[src/rtl/elevator_pkg.sv]
// Shared types and helpers for the elevator call scheduler.
package elevator_pkg;

    typedef enum logic [1:0] {
        IDLE      = 2'd0,
        MOVE_UP   = 2'd1,
        MOVE_DOWN = 2'd2
    } state_t;

    // Widest floor field the helpers support; blocks slice down to their FLOOR_W.
    localparam int MAX_FLOOR_W = 8;
    localparam int MAX_FLOORS  = 2**MAX_FLOOR_W - 2;

    localparam logic [MAX_FLOOR_W-1:0] FLOOR_NONE = '1;

    // One-hot bit for a 1-based floor; all zeros when the floor is 0 or above n_floors.
    function automatic logic [MAX_FLOORS-1:0] onehot_of_floor(
        input logic [MAX_FLOOR_W-1:0] floor,
        input int                     n_floors
    );
        logic [MAX_FLOORS-1:0] mask;
        mask = '0;
        if (floor != '0 && int'(floor) <= n_floors)
            mask[floor - MAX_FLOOR_W'(1)] = 1'b1;
        return mask;
    endfunction

endpackage

[src/rtl/floor_priority_encoder.sv]
// Combinational search of a floor request vector for its lowest or highest set bit.
module floor_priority_encoder
    import elevator_pkg::*;
#(
    parameter int N_FLOORS    = 5,
    parameter int FLOOR_W     = 4,
    parameter bit FIND_LOWEST = 1'b1
) (
    input  logic [N_FLOORS-1:0] req,
    output logic [FLOOR_W-1:0]  floor
);

    localparam logic [FLOOR_W-1:0] FLOOR_NONE_W = FLOOR_NONE[FLOOR_W-1:0];

    // The last match in scan order wins, so scan order decides lowest vs highest.
    always_comb begin
        floor = FLOOR_NONE_W;
        if (FIND_LOWEST) begin
            for (int i = N_FLOORS - 1; i >= 0; i--)
                if (req[i]) floor = FLOOR_W'(i + 1);
        end else begin
            for (int i = 0; i < N_FLOORS; i++)
                if (req[i]) floor = FLOOR_W'(i + 1);
        end
    end

endmodule

[src/rtl/floor_request_scheduler.sv]
// SCAN-style elevator call scheduler: latches calls, tracks direction, publishes next target.
//   state     | meaning
//   IDLE      | no travel direction; serves a call at the current floor in place
//   MOVE_UP   | serving calls at or above the car, nearest first
//   MOVE_DOWN | serving calls at or below the car, nearest first
module floor_request_scheduler
    import elevator_pkg::*;
#(
    parameter int N_FLOORS    = 5,
    parameter int FLOOR_W     = 4,
    parameter bit UP_PRIORITY = 1'b1
) (
    input  logic                clk,
    input  logic                rst_n,
    input  logic [N_FLOORS-1:0] req_set,
    input  logic [FLOOR_W-1:0]  cur_floor,
    input  logic                arrive,
    output logic [N_FLOORS-1:0] req_pending,
    output logic [FLOOR_W-1:0]  target_floor,
    output logic                target_valid,
    output logic                dir_up,
    output logic                dir_down
);

    localparam logic [FLOOR_W-1:0] FLOOR_NONE_W = FLOOR_NONE[FLOOR_W-1:0];

    state_t               state, next_state;
    logic [N_FLOORS-1:0]  req_q, clr;
    logic [N_FLOORS-1:0]  ge_mask, le_mask;
    logic [FLOOR_W-1:0]   up_cand, dn_cand;
    logic [FLOOR_W-1:0]   next_target;
    logic                 next_valid;
    logic                 in_range, up_ok, dn_ok, at_floor;

    assign in_range = (cur_floor != '0) && (int'(cur_floor) <= N_FLOORS);

    // Clearing has priority over a simultaneous set: the caller is already being served.
    assign clr = arrive ? N_FLOORS'(onehot_of_floor(MAX_FLOOR_W'(cur_floor), N_FLOORS)) : '0;

    always_comb begin
        ge_mask = '0;
        le_mask = '0;
        for (int i = 0; i < N_FLOORS; i++) begin
            ge_mask[i] = in_range && (i + 1 >= int'(cur_floor));
            le_mask[i] = in_range && (i + 1 <= int'(cur_floor));
        end
    end

    floor_priority_encoder #(
        .N_FLOORS    (N_FLOORS),
        .FLOOR_W     (FLOOR_W),
        .FIND_LOWEST (1'b1)
    ) u_up_enc (
        .req   (req_q & ge_mask),
        .floor (up_cand)
    );

    floor_priority_encoder #(
        .N_FLOORS    (N_FLOORS),
        .FLOOR_W     (FLOOR_W),
        .FIND_LOWEST (1'b0)
    ) u_dn_enc (
        .req   (req_q & le_mask),
        .floor (dn_cand)
    );

    assign up_ok    = (up_cand != FLOOR_NONE_W);
    assign dn_ok    = (dn_cand != FLOOR_NONE_W);
    assign at_floor = up_ok && (up_cand == cur_floor);

    always_comb begin
        next_state  = state;
        next_target = FLOOR_NONE_W;
        next_valid  = 1'b0;
        if (in_range) begin
            unique case (state)
                IDLE: begin
                    if (at_floor) begin
                        next_target = cur_floor;
                        next_valid  = 1'b1;
                    end else if (up_ok && (UP_PRIORITY || !dn_ok)) begin
                        next_state  = MOVE_UP;
                        next_target = up_cand;
                        next_valid  = 1'b1;
                    end else if (dn_ok) begin
                        next_state  = MOVE_DOWN;
                        next_target = dn_cand;
                        next_valid  = 1'b1;
                    end
                end
                MOVE_UP: begin
                    if (up_ok) begin
                        next_target = up_cand;
                        next_valid  = 1'b1;
                    end else if (dn_ok) begin
                        next_state  = MOVE_DOWN;
                        next_target = dn_cand;
                        next_valid  = 1'b1;
                    end else begin
                        next_state = IDLE;
                    end
                end
                MOVE_DOWN: begin
                    if (dn_ok) begin
                        next_target = dn_cand;
                        next_valid  = 1'b1;
                    end else if (up_ok) begin
                        next_state  = MOVE_UP;
                        next_target = up_cand;
                        next_valid  = 1'b1;
                    end else begin
                        next_state = IDLE;
                    end
                end
                default: next_state = IDLE;
            endcase
        end
    end

    always_ff @(posedge clk or negedge rst_n) begin
        if (!rst_n) begin
            req_q        <= '0;
            state        <= IDLE;
            target_floor <= FLOOR_NONE_W;
            target_valid <= 1'b0;
            dir_up       <= 1'b0;
            dir_down     <= 1'b0;
        end else begin
            req_q        <= (req_q | req_set) & ~clr;
            state        <= next_state;
            target_floor <= next_target;
            target_valid <= next_valid;
            dir_up       <= (next_state == MOVE_UP);
            dir_down     <= (next_state == MOVE_DOWN);
        end
    end

    assign req_pending = req_q;

endmodule

[config.mk]
export PLATFORM = sky130hd
export DESIGN_NAME = floor_request_scheduler
export DESIGN_NICKNAME = d
export VERILOG_FILES = /design/src/rtl/elevator_pkg.sv /design/src/rtl/floor_priority_encoder.sv /design/src/rtl/floor_request_scheduler.sv
export SDC_FILE = /design/constraint.sdc
export NUM_CORES = 1
export LEC_CHECK = 0
export CAP_MARGIN = 20
export CORE_AREA = 3 3 50 52
export DETAILED_ROUTE_END_ITERATION = 8
export DIE_AREA = 0 0 53 55
export GPL_ROUTABILITY_DRIVEN = 0
export PLACE_DENSITY = 0.8
export SLEW_MARGIN = 20
export SYNTH_ARGS = -nofsm -noshare
export SYNTH_HDL_FRONTEND = slang
export SYNTH_SLANG_ARGS = --single-unit
[constraint.sdc]
create_clock -name clk -period 3.3 [get_ports clk]
set_clock_uncertainty 0.15 [all_clocks]
set_input_delay 0.33 -clock clk [delete_from_list [all_inputs] [get_ports clk]]
set_output_delay 0.33 -clock clk [all_outputs]
set_load 0.005 [all_outputs]
After elaboration in Yosys (flattened, before gate mapping):

Cells that the tools add are included.

* bits in latches: 0
* input bits: 12
* register bits after elaboration: 14
* ROM bits: 0
* RAM bits: 0
* output and inout bits: 12
* memories: 0

* equal/unequal tests: 7
* mux-type cells: 37
* shift-type cells: 0
* reduce and logical (&&, ||, !) cells: 15
* add/subtract/negate cells: 1
* order comparisons: 13
* div/mod/pow operators: 0
* multiply operators: 0
* bitwise logic cells: 5

Operators with widths (number)
* 4-bit 2-to-1 mux: 16
* 5-bit AND: 3
* 2-bit 2-to-1 mux: 7
* 1-bit logical AND: 13
* 4-bit one-hot mux with 3 select lines: 1
* 5-bit 2-to-1 mux: 2
* 8-bit by 9-bit < comparator with 1-bit output, second input constant: 1
* 1-bit demux with 8-bit select: 1
* 2-bit by 4-bit greater-or-equal comparator with 1-bit output, first input constant: 2
* 3-bit by 4-bit greater-or-equal comparator with 1-bit output, first input constant: 2
* 8-bit by 1-bit greater-or-equal comparator with 1-bit output, second input constant: 1
* 2-bit by 4-bit <= comparator with 1-bit output, first input constant: 2
* 3-bit by 4-bit <= comparator with 1-bit output, first input constant: 2
* 1-bit 2-to-1 mux: 8
* 4-bit != test, second input constant: 2
* 2-bit one-hot mux with 3 select lines: 1
* 5-bit inverter: 1
* 5-bit OR: 1
* 4-bit by 1-bit subtractor with 5-bit output, second input constant: 1
* 2-bit by 1-bit == test with 1-bit output, second input constant: 2
* 2-bit == test, second input constant: 2
* 4-bit == test: 1
* 1-bit by 4-bit greater-or-equal comparator with 1-bit output, first input constant: 1
* 1-bit by 4-bit <= comparator with 1-bit output, first input constant: 1
* 4 further kinds: 4

Longest topological paths before layout:

Gate-level depths: netlist of run 1.

* word-level depth: 16
* mapped depth: 8
* gate-level depth less buffers: 7

Modules after synthesis:

From an unflattened synthesis of run 1, not the netlist that was laid out.

* cell total of the unflattened synthesis: 121
* area, all modules: 1127.3 µm²

Modules (own cells, without submodules)
* floor_request_scheduler: cells each 106, instances 1, area each 1029.7 µm²
* floor_priority_encoder at u_dn_enc: cells each 8, instances 1, area each 51.3 µm²
* floor_priority_encoder at u_up_enc: cells each 7, instances 1, area each 46.3 µm²

Least setup slack after synthesis of run 1:

Ideal clock, no wire load.

* path kind: input to register
* start: input port cur_floor[1]
* end: register dir_up
* slack: 1.025 ns
* data required time: 3.071 ns
* cell stages on the path: 7
* arrival time: 2.046 ns
* library setup time: 0.079 ns
* cells stage by stage: or3_1 > clkbuf_2 > a32o_1 > o21ba_1 > or3_1 > a221o_1 > o2bb2ai_1

* word-level cells in the longest chain between the ends: 16
* elaborated cells on any way between the ends: 49
* classes of those cells: order compare: 11; eq/ne: 4; mux: 19; bitwise: 2; reduce/logical: 13

RTL lines
* start, declared: line floor_request_scheduler.sv:16 `input logic [FLOOR_W-1:0] cur_floor,`
* 4-bit by 3-bit <= comparator with 1-bit output or 4-bit nonzero test (tied branches): line floor_request_scheduler.sv:35 `assign in_range = (cur_floor != '0) && (int'(cur_floor) <= N_FLOORS);`
* 1-bit logical AND: line floor_request_scheduler.sv:35
* 1-bit logical AND: line floor_request_scheduler.sv:45 `le_mask[i] = in_range && (i + 1 <= int'(cur_floor));`
* 5-bit AND: line floor_request_scheduler.sv:63 `.req (req_q & le_mask),`
* 4-bit 2-to-1 mux (5 in series): line floor_priority_encoder.sv:23 `if (req[i]) floor = FLOOR_W'(i + 1);`
* 4-bit != test: line floor_request_scheduler.sv:68 `assign dn_ok = (dn_cand != FLOOR_NONE_W);`
* 2-bit 2-to-1 mux: line floor_request_scheduler.sv:85 `end else if (dn_ok) begin`
* 2-bit 2-to-1 mux: line floor_request_scheduler.sv:81 `end else if (up_ok && (UP_PRIORITY || !dn_ok)) begin`
* 2-bit 2-to-1 mux: line floor_request_scheduler.sv:78 `if (at_floor) begin`
* 2-bit one-hot mux with 3 select lines: line floor_request_scheduler.sv:76 `unique case (state)`
* 2-bit 2-to-1 mux *: line floor_request_scheduler.sv:75 `if (in_range) begin`
* 2-bit by 1-bit == test with 1-bit output *: line floor_request_scheduler.sv:133 `dir_up <= (next_state == MOVE_UP);`
* end signal, assigned: line floor_request_scheduler.sv:133
* end, declared: line floor_request_scheduler.sv:21 `output logic dir_up,`

Every way passes the cells marked *; elsewhere a longest branch is shown, timed or not.

Worst setup path in the final report of run 1:

* start: input port cur_floor[0]
* end: register dir_up

Same word-level chain as after synthesis.

==> metrics.md, run 1 <==
| Metric | Value |
|---|---|
| Run status | `completed` |
| Die X | `53 microns` |
| GR Util All Layers | `21.6%` |
| Fill count | `193` |
| Setup crit end kind | `register` |
| Vias/cell | `6.10` |
| # DRC | `0` |
| # diodes | `0` |
| Most used DFF post-synth | `dfrtp_1` |
| Final slew viol count | `0` |
| I/O pin count | `24` |
| Max IR drop VDD | `0.000481 V` |
| Setup TNS | `0 ns` |
| Max Cap Violations | `0` |
| DRT Pass-1 Iters | `4` |
| Synthesis Warnings | `0` |
| CP Launch Point | `cur_floor[0]` |
| Power per Cell Area | `516 nW/um^2` |
| CP arrival | `2.74 ns` |
| HPWL Detailed | `2170 microns` |
| Initial antenna violation count | `0` |
| Final net count | `173` |
| CTS Buf Count | `3` |
| Final Hold Viols | `0` |
| Sequential element share of the synthesized area | `33.0%` |
| R2r endpoint | `dir_down` |
| Initial DRC count | `32` |
| Register bit count reported by yosys | `14` |
| Async SR Flop Fraction | `100%` |
| Crit Path Class | `input pin to register` |
| Sink Count | `14` |
| CTS H-tree lvls | `1` |
| Clock slew at reported path FFs | `0.09 ns` |
| First-pass GRT wire length | `4600 microns` |
| Post_cts resized | `0` |
| Post-synth EDFFs | `0` |
| R2R Setup Slk | `0.86 ns` |
| DRT antenna net count | `0` |
| FF-to-FF path depth | `6` |
| Req. time, crit path | `3.37 ns` |
| Cts hold-fix bufs | `0` |
| Leak | `0.000577 uW` |
| Clock period minus worst slack | `2.67 ns` |
| Worst min path class | `input pin to async pin` |
| Core area | `2150 sq um` |
| RR Startpoint | `req_pending[1]` |
| Vias in the first global route | `1027` |
| Root buffer cell | `clkbuf_4` |
| Final setup violation count | `0` |
| I/O Buffers | `23` |
| Setup Buffers After CTS | `0` |
| Num rows | `17` |
| Largest net degree at the start of global routing | `15` |
| Clk buf depth | `2` |
| CP Max Fanout | `10` |
| Wirelength, routed | `2780 microns` |
| Share of layout cells above drive strength 1 | `12.8%` |
| Critical Path Source Type | `input pin` |
| Commonest non-fill, non-tap cells in the layout | `23 x clkdlybuf4s50_1, 14 x nor2_1, 11 x nand2_1` |
| Clk Latency, worst-skew pair | `0.29 ns` |
| Syn Inst Count | `128` |
| Per-cell routed wire length | `15.1 microns` |
| RSZ-0062 raised after global routing | `false` |
| Final Cycle Share | `80.9%` |
| Starting Density | `50.1%` |
| Die ar. | `2920 sq um` |
| Layout area overhead | `30.3%` |
| Die Height | `55 microns` |
| Synth Cell Area | `1080 sq um` |
| Cell variety after synth | `48` |
| Post-synthesis area per instance | `8.41 sq um` |
| Most common cell after layout, fill and taps aside | `clkdlybuf4s50_1` |
| Vias after detailed routing | `1123` |
| Hold WS | `0.275 ns` |
| Measured slew at the worst slew-check pin | `0.646 ns` |
| Slew margin rel. | `56.8%` |
| CTS tree | `yes` |
| Max Fclk | `0.375 GHz` |
| Post-Syn Nets | `144` |
| Overflow after GRT | `0` |
state kept, by name, indices dropped and copies added, names as in the netlist:
register	cells
state	2
dir_up	1
dir_down	1
target_floor	4
target_valid	1
req_pending	5
critical path: stages:
cell and delay (ns):
clkdlybuf4s50_1 0.56, or3_1 0.51, a32o_1 0.32, o21ba_1 0.18, or3_1 0.33, a221o_1 0.35
o2bb2ai_1 0.14
area by class of cell:
class	instances	area, sq um	share of cell area [%]
sequential	14	355	25.3
clock buffer	4	36.3	2.59
timing repair buffer	29	275	19.6
tap	28	35.0	2.50
inverter	7	26.3	1.87
multi-input combinational	102	674	48.1
synth_stat cells (all sizes together), types with 2 or more instances:
cell,count,area [sq um]
o221ai,2,17.5
and3,2,12.5
o211a,2,20.0
nand3,4,20.0
o22a,2,17.5
nand4,2,12.5
nor2b,2,12.5
dfrtp,10,250
nand2,11,41.3
a21bo,2,20.0
o21ai,5,25.0
ha,4,50.1
o211ai,4,30.0
nor3,3,15.0
and2,3,18.8
or3,3,18.8
clkbuf,5,20.0
a21boi,3,22.5
dfstp,4,105
nor2,14,52.6
a21oi,8,40.0
a32o,2,20.0
inv,7,26.3
how the worst max path moves through the flow:
stage / slack [ns] / endpoint / depth (start not counted)
floorplan: 1.03 / dir_up / 7
finish: 0.63 / dir_up / 7
global route: 0.41 / dir_down / 8
detailed placement: 0.34 / dir_up / 7
CTS: 0.65 / dir_up / 7
global placement: 0.40 / dir_down / 8
kinds of logic (layout without fill, tap and decap cells):
kind of cell               Yosys count  in the layout  synth area share [%]
AOI/OAI and AO/OA                   47             47                  33.8
muxes                                1              1                  1.05
DFF                                 14             14                  33.0
buffers and inverters               12             40                  4.30
adders and majority gates            4              4                  4.65
xor gates and xnor gates             1              1                 0.814
and+or+nand+nor                     49             49                  22.3
metal layers:
metal	vias to the layer above	GRT usage [%]	share of wire, %
met5	-	0	0
met4	0	9.79	2.1
met3	8	3.22	6.1
met2	43	34.1	48
met1	526	29.3	44
li1	546	-	-
stage by stage:
stage	setup WS, ns	cell area [sq um]	util [%]	std cells	total power, uW
finish	0.631	1400	65.3	184	723
global route	0.407	1400	65.3	184	775
CTS	0.646	1400	65.3	184	724
detailed placement	0.339	1370	63.6	180	592
global placement	0.398	1370	63.6	180	584
floorplan	1.03	1080	-	128	461
power breakdown:
group | leakage, uW | switching, uW | total [uW] | internal, uW
combinational | 0.000403 | 176 | 348 | 172
clock | 0.0000210 | 63.1 | 130 | 67.3
sequential | 0.000153 | 26.6 | 245 | 218
(Power assumes the default switching activity.)
==> run 2: changes to the inputs <==
- CORE_AREA: 3 3 50 52 -> 3 3 53 55
- DIE_AREA: 0 0 53 55 -> 0 0 56 58
- PLACE_DENSITY: 0.8 -> 0.75
- clock period: 3.3 -> 2.3 ns (I/O delays scaled with it)
==> metrics.md, run 2 (same netlist as run 1, synthesis figures left out) <==
| Metric | Value |
|---|---|
| CP arrival | `2.23 ns (-0.51 ns)` |
| Final Cycle Share | `93.7%` |
| Per-cell routed wire length | `16.3 microns (+7.7%)` |
| Critical Path Source Type | `register` |
| Hold WS | `0.178 ns (-0.0968 ns)` |
| I/O pin count | `24 (unchanged)` |
| Clock slew at reported path FFs | `0.10 ns (about the same)` |
| Req. time, crit path | `2.37 ns (-1.00 ns)` |
| P_int | `712 uW (+56%)` |
| Power per Cell Area | `693 nW/um^2 (+34%)` |
| Overall Power | `1140 uW (+57%)` |
| Measured slew at the worst slew-check pin | `0.656 ns (+0.0101 ns)` |
| Crit Path Class | `register to register` |
| Run status | `completed` |
| Crit path max-delay family | `compound AO/OA/AOI/OAI gates` |
| Commonest non-fill, non-tap cells in the layout | `29 x buf_4, 19 x clkdlybuf4s50_1, 14 x nor2_1` |
| Setup TNS | `0 ns (unchanged)` |
| Setup crit end kind | `register` |
| Clock power share | `16.7% (-1.3 points)` |
| Clk buf depth | `2 (unchanged)` |
| GR Util All Layers | `21.3% (-0.29 points)` |
| Worst min path class | `input pin to async pin` |
| Vias in the first global route | `1267 (+23%)` |
| HPWL Detailed | `2440 microns (+12%)` |
| Die ar. | `3250 sq um (+11%)` |
| Root buffer cell | `clkbuf_4` |
| CTS H-tree lvls | `1 (unchanged)` |
| Clk Latency, worst-skew pair | `0.30 ns (about the same)` |
| Final Hold Viols | `0 (unchanged)` |
| Largest net degree at the start of global routing | `15 (unchanged)` |
| Most common cell after layout, fill and taps aside | `buf_4` |
| Die X | `56 microns (+5.7%)` |
| Final cell count without fillers | `211 (+15%)` |
| CTS tree | `yes` |
| Num rows | `18 (+1)` |
| Sequential Power Share | `30.9% (-2.9 points)` |
| Max IR drop VDD | `0.000533 V (+11%)` |
| Max reg flops | `5 (unchanged)` |
| Initial DRC count | `46 (+44%)` |
| Worst path slowest cell | `dfrtp_2` |
| RR Startpoint | `req_pending[1]` |
| Sink Count | `14 (unchanged)` |
| Sw frac | `37.5% (+0.65 points)` |
| CP Max Fanout | `8 (-2)` |
| Starting Density | `44.2% (-5.8 points)` |
| Final setup violation count | `0 (unchanged)` |
| Slew margin rel. | `56.1% (-0.68 points)` |
| CTS Buf Count | `3 (unchanged)` |
| Combinational power share | `52.4% (+4.3 points)` |
| Overflow after GRT | `0 (unchanged)` |
| I/O Buffers | `23 (unchanged)` |
| DRT Pass-1 Iters | `4 (unchanged)` |
| # DRC | `0 (unchanged)` |
| Die Height | `58 microns (+5.5%)` |
| Initial antenna violation count | `0 (unchanged)` |
| Final net count | `198 (+14%)` |
| First-pass GRT wire length | `5480 microns (+19%)` |
| Sw power | `426 uW (+60%)` |
| DRT antenna net count | `0 (unchanged)` |
| Vias after detailed routing | `1263 (+12%)` |
| Placed Instances | `201 (+12%)` |
| Max Cap Violations | `0 (unchanged)` |
| Final Core Density | `67.5% (+2.2 points)` |
| Core area | `2430 sq um (+13%)` |
| R2R Setup Slk | `0.14 ns (-0.72 ns)` |
| FF-to-FF path depth | `7 (+1)` |
| Max Fclk | `0.464 GHz` |
| Cts hold-fix bufs | `0 (unchanged)` |
| Max incr delay on CP | `0.47 ns (-0.09 ns)` |
| Final slew viol count | `0 (unchanged)` |
| Leak | `0.000746 uW (+29%)` |
| RSZ-0062 raised after global routing | `false` |
| CP Buf/Inv Count | `1 (unchanged)` |
| R2r endpoint | `dir_up` |
| Wirelength, routed | `3440 microns (+23%)` |
| Vias/cell | `5.99 (-1.9%)` |
| # diodes | `0 (unchanged)` |
| Share of layout cells above drive strength 1 | `28.7% (+16 points)` |
| Layout area overhead | `52.6%` |
| Clock period minus worst slack | `2.16 ns` |
| Cell Chain, Critical Path | `o21bai_1 -> a2111oi_2 -> buf_4 -> o21ba_1 -> or3_1 -> a221o_1 -> o2bb2ai_1` |
[run 2: changes by cell type in the layout (fill, tap and decap cells not counted), sizes merged]
cell,before,now
dlymetal6s2s,0,4
clkdlybuf4s50,23,19
buf,6,31
[run 2: layout make-up]
type,instances,area (sq um)
multi-input combinational,102,704
timing repair buffer,54,480
tap,30,37.5
clock buffer,4,36.3
fill,189,791
inverter,7,26.3
sequential,14,357
[run 2: worst max path at each step]
| stage | start | endpoint | slack (ns) | cells past startpoint |
|---|---|---|---|---|
| floorplan | req_pending[1] | dir_down | 0.11 | 6 |
| global placement | cur_floor[1] | dir_down | -0.32 | 8 |
| finish | req_pending[1] | dir_up | 0.14 | 7 |
| CTS | cur_floor[1] | dir_down | 0.002 | 8 |
| global route | req_pending[1] | dir_down | 0.02 | 6 |
| detailed placement | cur_floor[1] | dir_down | -0.35 | 8 |
[run 2: repair_timing]
action | in CTS | in global routing
resized for setup | 1 | 13
buffers inserted | 0 | 6
pin swaps | 0 | 5
hold endpoints to repair | 0 | 0
setup endpoints to repair | 1 | 4
[run 2: power by group through the flow]
| stage | combinational (uW) | clock, uW | sequential (uW) |
|---|---|---|---|
| global route | 649 | 211 | 356 |
| floorplan | 309 | 0 | 352 |
| global placement | 528 | 0 | 350 |
| CTS | 562 | 193 | 350 |
| detailed placement | 551 | 0 | 353 |
| finish | 597 | 190 | 351 |
[run 2: metrics by stage]
step	area [sq um]	setup slack, ns
after floorplan	1080	0.112
after global placement	1510	-0.324
after detailed placement	1510	-0.349
after CTS	1560	0.00245
after global routing	1640	0.0228
final	1640	0.144
[run 2: per-layer routing]
layer | global-route usage (%) | wire [microns]
met1 | 26.4 | 1420
met2 | 36.6 | 1700
met3 | 3.34 | 216
met4 | 9.83 | 105
met5 | 0 | 0
